--- src/rtl/ub_arb_pkg.sv ---
// Unified Buffer access arbiter: shared types and helpers.
// Owner states and a one-hot to index encoder.
package ub_arb_pkg;

  typedef enum logic {
    ARB_IDLE,
    ARB_OWNED
  } arb_state_e;

  localparam int unsigned MAX_REQ = 32;

  function automatic logic [4:0] onehot2idx(
    input logic [MAX_REQ-1:0] oh
  );
    logic [4:0] idx;
    idx = '0;
    for (int i = 0; i < MAX_REQ; i++) begin
      if (oh[i]) idx = idx | 5'(i);
    end
    return idx;
  endfunction

endpackage

--- src/rtl/ub_access_arbiter_picker.sv ---
// Circular priority picker: first set request at or after mask_start.
// Purely combinational, one-hot result plus valid.
module rr_priority_picker #(
  parameter int N  = 3,
  parameter int IW = (N > 1) ? $clog2(N) : 1
) (
  input  logic [N-1:0]  req,
  input  logic [IW-1:0] mask_start,
  output logic [N-1:0]  pick,
  output logic          valid
);

  // scan all requesters starting from mask_start, wrapping around
  always_comb begin : p_pick
    int idx;
    idx   = 0;
    pick  = '0;
    valid = 1'b0;
    for (int k = 0; k < N; k++) begin
      idx = (int'(mask_start) + k) % N;
      if (!valid && req[idx]) begin
        pick[idx] = 1'b1;
        valid     = 1'b1;
      end
    end
  end

endmodule

--- src/rtl/ub_access_arbiter.sv ---
// Round-robin arbiter sharing the UB byte port among requesters.
// Locked bursts, hold cap, read data steered back by tag pipe.
module ub_access_arbiter
  import ub_arb_pkg::*;
#(
  parameter int NUM_REQ    = 3,
  parameter int ADDR_WIDTH = 21,
  parameter int DATA_WIDTH = 8,
  parameter int RD_LATENCY = 1,
  parameter int MAX_HOLD   = 16
) (
  input  logic                          CLK,
  input  logic                          ASYNC_RST,
  input  logic                          SYNC_RST,
  input  logic                          EN,
  input  logic [NUM_REQ-1:0]            req,
  input  logic [NUM_REQ-1:0]            lock,
  input  logic [NUM_REQ-1:0]            wr,
  input  logic [NUM_REQ*ADDR_WIDTH-1:0] addr,
  input  logic [NUM_REQ*DATA_WIDTH-1:0] wdata,
  output logic [NUM_REQ-1:0]            gnt,
  output logic [NUM_REQ-1:0]            rvalid,
  output logic [DATA_WIDTH-1:0]         rdata,
  output logic                          UB_en,
  output logic                          UB_wren,
  output logic [ADDR_WIDTH-1:0]         UB_wraddr,
  output logic [DATA_WIDTH-1:0]         UB_wrdata,
  output logic [ADDR_WIDTH-1:0]         UB_rdaddr,
  input  logic [DATA_WIDTH-1:0]         UB_rddata
);

  localparam int IW = (NUM_REQ > 1) ? $clog2(NUM_REQ) : 1;
  localparam int HW = $clog2(MAX_HOLD + 1);

  typedef struct packed {
    logic          v;
    logic [IW-1:0] id;
  } tag_t;

  arb_state_e       state_q, state_d;
  logic [NUM_REQ-1:0] gnt_q, gnt_d;
  logic [IW-1:0]    rr_ptr_q, rr_ptr_d;
  logic [HW-1:0]    hold_q, hold_d;
  tag_t [RD_LATENCY-1:0] tag_q, tag_d;

  logic [IW-1:0]      own_idx;
  logic [IW-1:0]      nxt_ptr;
  logic               own_req;
  logic               own_lock;
  logic               own_wr;
  logic               beat;
  logic               owned;
  logic [NUM_REQ-1:0] pk_req;
  logic [IW-1:0]      pk_start;
  logic [NUM_REQ-1:0] pk_oh;
  logic               pk_vld;

  assign own_idx  = IW'(onehot2idx(MAX_REQ'(gnt_q)));
  assign nxt_ptr  = (own_idx == IW'(NUM_REQ - 1)) ? '0 : own_idx + IW'(1);
  assign own_req  = req[own_idx];
  assign own_lock = lock[own_idx];
  assign own_wr   = wr[own_idx];
  assign owned    = (state_q == ARB_OWNED);
  assign beat     = EN && owned && own_req;

  // successor search excludes the current owner and starts after it
  assign pk_req   = owned ? (req & ~gnt_q) : req;
  assign pk_start = owned ? nxt_ptr : rr_ptr_q;

  rr_priority_picker #(
    .N  (NUM_REQ),
    .IW (IW)
  ) u_pick (
    .req        (pk_req),
    .mask_start (pk_start),
    .pick       (pk_oh),
    .valid      (pk_vld)
  );

  // grant FSM: pick an owner, count beats, hand over on release
  always_comb begin
    logic rel;
    logic cap;
    state_d  = state_q;
    gnt_d    = gnt_q;
    rr_ptr_d = rr_ptr_q;
    hold_d   = hold_q;
    rel      = 1'b0;
    cap      = 1'b0;
    if (EN) begin
      if (SYNC_RST) begin
        state_d  = ARB_IDLE;
        gnt_d    = '0;
        rr_ptr_d = '0;
        hold_d   = '0;
      end else begin
        unique case (state_q)
          ARB_IDLE: begin
            if (pk_vld) begin
              state_d = ARB_OWNED;
              gnt_d   = pk_oh;
              hold_d  = '0;
            end
          end
          ARB_OWNED: begin
            if (!own_req) begin
              rel = 1'b1;
            end else if (!own_lock) begin
              rel = 1'b1;
            end else if (hold_q == HW'(MAX_HOLD - 1)) begin
              rel = 1'b1;
              cap = 1'b1;
            end else begin
              hold_d = hold_q + HW'(1);
            end
            if (rel) begin
              hold_d   = '0;
              rr_ptr_d = nxt_ptr;
              if (pk_vld) begin
                gnt_d = pk_oh;
              end else if (cap) begin
                gnt_d = gnt_q;
              end else begin
                gnt_d   = '0;
                state_d = ARB_IDLE;
              end
            end
          end
        endcase
      end
    end
  end

  // read tag pipe: one entry per cycle of UB read latency
  always_comb begin
    tag_d = tag_q;
    if (EN) begin
      if (SYNC_RST) begin
        tag_d = '0;
      end else begin
        tag_d[0].v  = beat && !own_wr;
        tag_d[0].id = own_idx;
        for (int k = 1; k < RD_LATENCY; k++) begin
          tag_d[k] = tag_q[k-1];
        end
      end
    end
  end

  // UB port mux from the registered owner, plus read return steering
  always_comb begin
    UB_en     = 1'b0;
    UB_wren   = 1'b0;
    UB_wraddr = '0;
    UB_rdaddr = '0;
    UB_wrdata = '0;
    rvalid    = '0;
    rdata     = '0;
    if (beat) begin
      UB_en     = 1'b1;
      UB_wren   = own_wr;
      UB_wraddr = addr[int'(own_idx)*ADDR_WIDTH +: ADDR_WIDTH];
      UB_rdaddr = addr[int'(own_idx)*ADDR_WIDTH +: ADDR_WIDTH];
      UB_wrdata = wdata[int'(own_idx)*DATA_WIDTH +: DATA_WIDTH];
    end
    if (tag_q[RD_LATENCY-1].v) begin
      rdata = UB_rddata;
      for (int i = 0; i < NUM_REQ; i++) begin
        rvalid[i] = (tag_q[RD_LATENCY-1].id == IW'(i));
      end
    end
  end

  assign gnt = gnt_q & {NUM_REQ{EN}};

  // state registers
  always_ff @(posedge CLK or negedge ASYNC_RST) begin
    if (!ASYNC_RST) begin
      state_q  <= ARB_IDLE;
      gnt_q    <= '0;
      rr_ptr_q <= '0;
      hold_q   <= '0;
      tag_q    <= '0;
    end else begin
      state_q  <= state_d;
      gnt_q    <= gnt_d;
      rr_ptr_q <= rr_ptr_d;
      hold_q   <= hold_d;
      tag_q    <= tag_d;
    end
  end

endmodule

--- config.mk ---
export PLATFORM = sky130hd
export DESIGN_NAME = ub_access_arbiter
export DESIGN_NICKNAME = d
export VERILOG_FILES = /design/src/rtl/ub_arb_pkg.sv /design/src/rtl/ub_access_arbiter_picker.sv /design/src/rtl/ub_access_arbiter.sv
export SDC_FILE = /design/constraint.sdc
export NUM_CORES = 1
export LEC_CHECK = 0
export ABC_AREA = 1
export BUFFER_PORTS_ARGS = -buffer_cell sky130_fd_sc_hd__buf_2
export CELL_PAD_IN_SITES_DETAIL_PLACEMENT = 0
export CELL_PAD_IN_SITES_GLOBAL_PLACEMENT = 1
export CORE_MARGIN = 4
export CORE_UTILIZATION = 21
export DETAILED_ROUTE_END_ITERATION = 8
export GPL_TIMING_DRIVEN = 0
export PLACE_DENSITY_LB_ADDON = 0.1
export SETUP_SLACK_MARGIN = 0.1
export SLEW_MARGIN = 10
export SYNTH_ARGS = -nofsm -noshare
export SYNTH_HDL_FRONTEND = slang
export SYNTH_SLANG_ARGS = --single-unit
--- constraint.sdc ---
create_clock -name CLK -period 2.2 [get_ports CLK]
set_clock_uncertainty 0.2 [all_clocks]
set_input_delay 0.33 -clock CLK [delete_from_list [all_inputs] [get_ports CLK]]
set_output_delay 0.33 -clock CLK [all_outputs]
set_load 0.1 [all_outputs]
== Word level (Yosys, flattened, before mapping) ==
Index checks and enable logic that the tools add are counted.
W data, S select, Z words.
Cells by class
  add/sub/neg operators: 4
  reductions and logical operators: 17
  shifts and indexed selects: 2
  order comparisons: 7
  bitwise logic cells: 6
  divide/modulo/power cells: 3
  eq/ne operators: 10
  multiplexer cells: 72
  $mul: 1
Operators with widths (number)
  $ge A32 B1 Y1 const B: 3
  $lt A32 B4 Y1 const B: 3
  $mod A32 B3 Y32 const B: 2
  $shiftx A63 B8 Y21: 1
  $mux W1: 34
  $mux W3: 11
  $mod A3 B3 Y32 const B: 1
  $mux W5: 6
  $shiftx A24 B6 Y8: 1
  $mux W21: 1
  $mux W8: 2
  $bmux W1 S2: 6
  $mux W2: 6
  $pmux W5 S2: 1
  $logic_and A1 B1 Y1: 8
  $ne A4 B2 Y1 const B: 2
  $mul A2 B5 Y7 const B: 1
  $and A3 B3 Y3: 2
  $demux W1 S2: 3
  $or A3 B3 Y3: 2
  $pmux W3 S2: 1
  $add A5 B1 Y5 const B: 1
  $eq A5 B4 Y1 const B: 1
  $reduce_and A5 Y1: 1
  18 further kinds: 22
Storage, ports and cells
  bits in registers: 14
  input port bits: 108
  output and inout bits: 66

== Longest topological paths before layout ==
  word-level depth: 20
  mapped depth: 18

== By module ==
Synthesis repeated with hierarchy kept, for this count alone.
Second synthesis, totals
  cells, all modules: 345
  area total of the unflattened synthesis: 2052.0 um2
By module, submodules not included
  ub_access_arbiter: times used 1, area an instance 1775.5 um2, cells an instance 295
  rr_priority_picker: times used 1, area an instance 276.5 um2, cells an instance 50

== Worst setup path before layout ==
Ideal clock, no wire load.
  path kind: flip-flop to output port
  start point: register gnt_q[1]
  end point: output port UB_wraddr[13]
  required time: 1.670 ns
  arrival: 3.311 ns
  buffers on the path: 3
  stages on the path, launching flop included: 11
  slack: -1.641 ns
  cells stage by stage: dfrtp_1 > buf_4 > nor2_2 > nand2_1 > nand3_1 > nand2_1 > inv_1 > nand2_1 > buf_2 > a31oi_1 > buf_4
On the way
  cells in the longest elaborated chain, start to end: 6
  elaborated cells between the ends (all ways): 8
RTL lines
  from (decl): RTL line ub_access_arbiter.sv:41  | logic [NUM_REQ-1:0] gnt_q, gnt_d;
  from (signal assigned): RTL line ub_access_arbiter.sv:186  | gnt_q <= gnt_d;
  $mux W1 *: RTL line ub_arb_pkg.sv:18  | if (oh[i]) idx = idx | 5'(i);
  $mux W2 *: RTL line ub_arb_pkg.sv:18
  branches (longest 3 deep; another with $mul A2 B5 Y7)
  $mux W21 *
  to (decl): RTL line ub_access_arbiter.sv:26  | output logic [ADDR_WIDTH-1:0] UB_wraddr,
Every way passes the cells marked *. The select of a mux whose other input is x is not followed.

== Final worst setup path ==
  start point: register gnt_q[1]
  end point: output port UB_wraddr[12]
On the way
  cells in the longest elaborated chain, start to end: 6
  elaborated cells between the ends (all ways): 8
RTL lines
  $mux W1 *: RTL line ub_arb_pkg.sv:18
  $mux W2 *: RTL line ub_arb_pkg.sv:18
  branches (longest 3 deep; another with $mul A2 B5 Y7)
  $mux W21 *: RTL line ub_access_arbiter.sv:159  | if (beat) begin
Marked as above.

==> results.yml <==
status:
  status: "finished with violations"
  violations: "negative setup slack"
finish:
  fillerInstances: 866
  area_growth_pct: 154
  ff_latch_area_um2: 352
  final_common_cell: "nand2_1"
  final_nets: 665
  multi_input_area_um2: 1900
  fin_util_pct: 54.9
  stdcell_area_um2: 5100
  diodes: 0
  drive_gt1_share_pct: 56.9
  final_cell_mix: "nand2_1, buf_2, buf_12"
  fin_cells: 681
critical_path:
  worstPathArrival_ps: 1990
  cp.required_ps: 1670
  critPathBufInv: 6
  cp-end-kind: "output pin"
  critPathKind: "reg -> out"
  critPathMaxStageDelay_ps: 370
  crit_chain: "buf_6 > nor2_4 > buf_4 > buf_4 > clkbuf_4 > nand2_1 > a31oi_4 > buf_12 > buf_12"
  startpoint_type: "flip-flop"
  cp_max_fo: 10
  crit_path_top_delay_cell: "dfrtp_1"
  crit_family: "buffers and inverters"
clock_network:
  clockRootBuffer: "clkbuf_8"
  clk-insertion-delay-late_ps: 240
  clk_path_buf_depth: 2
  cts_buffers: 3
  htreeDepth: 1
  cts_tree: "built"
  cts.sinks: 14
  clk_pin_slew_ps: 60
logic_synthesis:
  ys_seq_area_share_pct: 17.4
  synth_xor_area_share_pct: 0.436
  ys_ff_latch: 14
  synth_area_per_cell_um2: 5.68
  yosysUniqueCellTypes: 27
  syn_area_um2: 2010
  synthSimpleGateAreaFrac_pct: 45.4
  syn_nets: 466
  synth_compound_area_share_pct: 14.6
  syn_inst: 354
  muxShareOfSynthArea_pct: 0
  synth_top_family_by_area: "simple AND/OR/NAND/NOR gates"
  ys_warn_count: 0
  synth_fa_ha_area_share_pct: 2.49
sta:
  hold_viol: 0
  max_clock_freq_ghz: 0.397
  holdWs_ps: 285
  period_share_pct: 115
  slew_headroom_pct: 67.7
  tightest_slew_ps: 488
  tns_ps: -13160
  rsz0062_at_grt: "true"
  slew_viol_final: 0
  worst_slack_ps: -321
  fin_crit_ps: 2520
  setup_viol: 60
routing:
  drt_iter0_markers: 105
  wl_per_cell_um: 15.2
  via_per_inst: 4.51
  wl_mm: 10.4
  ant_nets: 0
  drt_first_pass_iters: 4
  drc: 0
  num_vias: 3073
floorplanning:
  start_util_pct: 21.7
  die-height_um: 106
  ios: 174
  row_count: 35
  core_um2: 9280
  dieArea_um2: 11200
  die_w_um: 106
pwr:
  p_per_area_nw_per_um2: 909
  leakage_nw: 2.31
  vdd.ir_drop.worst_mv: 0.769
run:
  maxCapViolations: 0
placement:
  io_buffers: 172
  placedCellCount: 655
  gp_congestion: 0.788
  dpl_cell_area_um2: 3870
  place_hpwl_mm: 7.98
global_routing:
  grt_max_degree: 15
  grt_usage_pct: 16.9
  grt_antenna_before_repair: 0
  gr-total-overflow: 0
  grt_pass1_wl_mm: 15.4
  grt_pass1_vias: 2866
hold_path:
  hp-class: "in -> reg"
-- timing repair --
action                                  4_1_cts  5_1_grt
pin swaps                                    14       18
endpoints found under the setup margin       64       67
buffers inserted                             13        7
resized for setup                           220       43
cloned                                        1        1
endpoints found under the hold margin        14        0
hold buffers                                  1        0
-- layout make-up --
class / instances / area share [%]
inverters: 43 / 3.49
flip-flops and latches: 14 / 6.90
plain buffers: 37 / 11.7
clock buffers: 4 / 0.884
well taps: 129 / 3.17
repair buffers: 195 / 36.6
multi-input cells: 259 / 37.3
-- power by group --
part	leakage, nW	switching (mW)	internal (mW)
clock network	0.0228	0.0913	0.128
registers	0.188	0.0463	0.309
logic	2.10	2.52	1.54
total	2.31	2.66	1.97
-- layer usage --
layer,vias to the layer above,GRT usage [%],wire length (µm)
li1,1522,-,-
met1,1434,19.8,4010
met2,107,31.7,5650
met3,10,3.67,604
met4,0,2.59,111
met5,-,0,0
-- kinds of logic after synthesis --
logic type / after synthesis
AOI/OAI and AO/OA: 49
xor gates and xnor gates: 1
adders and majority gates: 4
buffers and inverters: 81
DFF: 14
and+or+nand+nor: 205
-- path summary, 6_finish.rpt --
path	depth (start not counted)	slack, ps	from	to
worst max-delay path	9	-320	gnt_q[1]	UB_wraddr[12]
worst min-delay path	4	280	wr[1]	tag_q[2]
worst max register to register	17	-70	gnt_q[1]	hold_q[2]
worst min register to register	2	310	gnt_q[0]	gnt_q[0]
max in group asynchronous	2	1210	ASYNC_RST	gnt_q[2]
min in group asynchronous	2	320	ASYNC_RST	hold_q[0]
-- through the flow --
| step | worst slack (ps) | power (mW) |
|---|---|---|
| after floorplan | -388 | 2.98 |
| after global placement | -554 | 3.53 |
| after detailed placement | -569 | 3.54 |
| after CTS | -288 | 4.41 |
| after global routing | -417 | 4.95 |
| final | -321 | 4.63 |
-- tightest hold or removal path: cells and delay by family --
kind                   cells  cell delay [ps]
AOI/OAI and AO/OA          1               90
and+or+nand+nor            2              190
buffers and inverters      1               80
-- synth_stat cells --
library cell    n  share of area [%]
clkinv_1        1               0.19
o21ai_1         5                1.2
nor2_8          1                1.0
o32ai_1         1               0.44
nor3b_1         1               0.37
or2_1           1               0.31
inv_2           4               0.75
a21oi_1         5                1.2
clkbuf_1       10                1.9
ha_1            4                2.5
buf_2           5                1.2
nand3_2         2                1.0
o21ai_0         3               0.75
nand2_1       144                 27
buf_4          23                8.6
nand3_1        28                7.0
nand4_1         3               0.93
nor2_1          7                1.3
nor3_1          4                1.0
o22ai_1         3               0.93
nor2_2          3               0.93
inv_1          38                7.1
a31oi_1        32                 10
nand2_2         6                1.9
nand2_4         5                2.8
xor2_1          1               0.44
dfrtp_1        14                 17
-- state kept, by name, indices dropped and copies added (netlist names) --
register,cells
gnt_q,3
hold_q,5
owned,1
rr_ptr_q,2
tag_q,3
(Power assumes the default switching activity.)
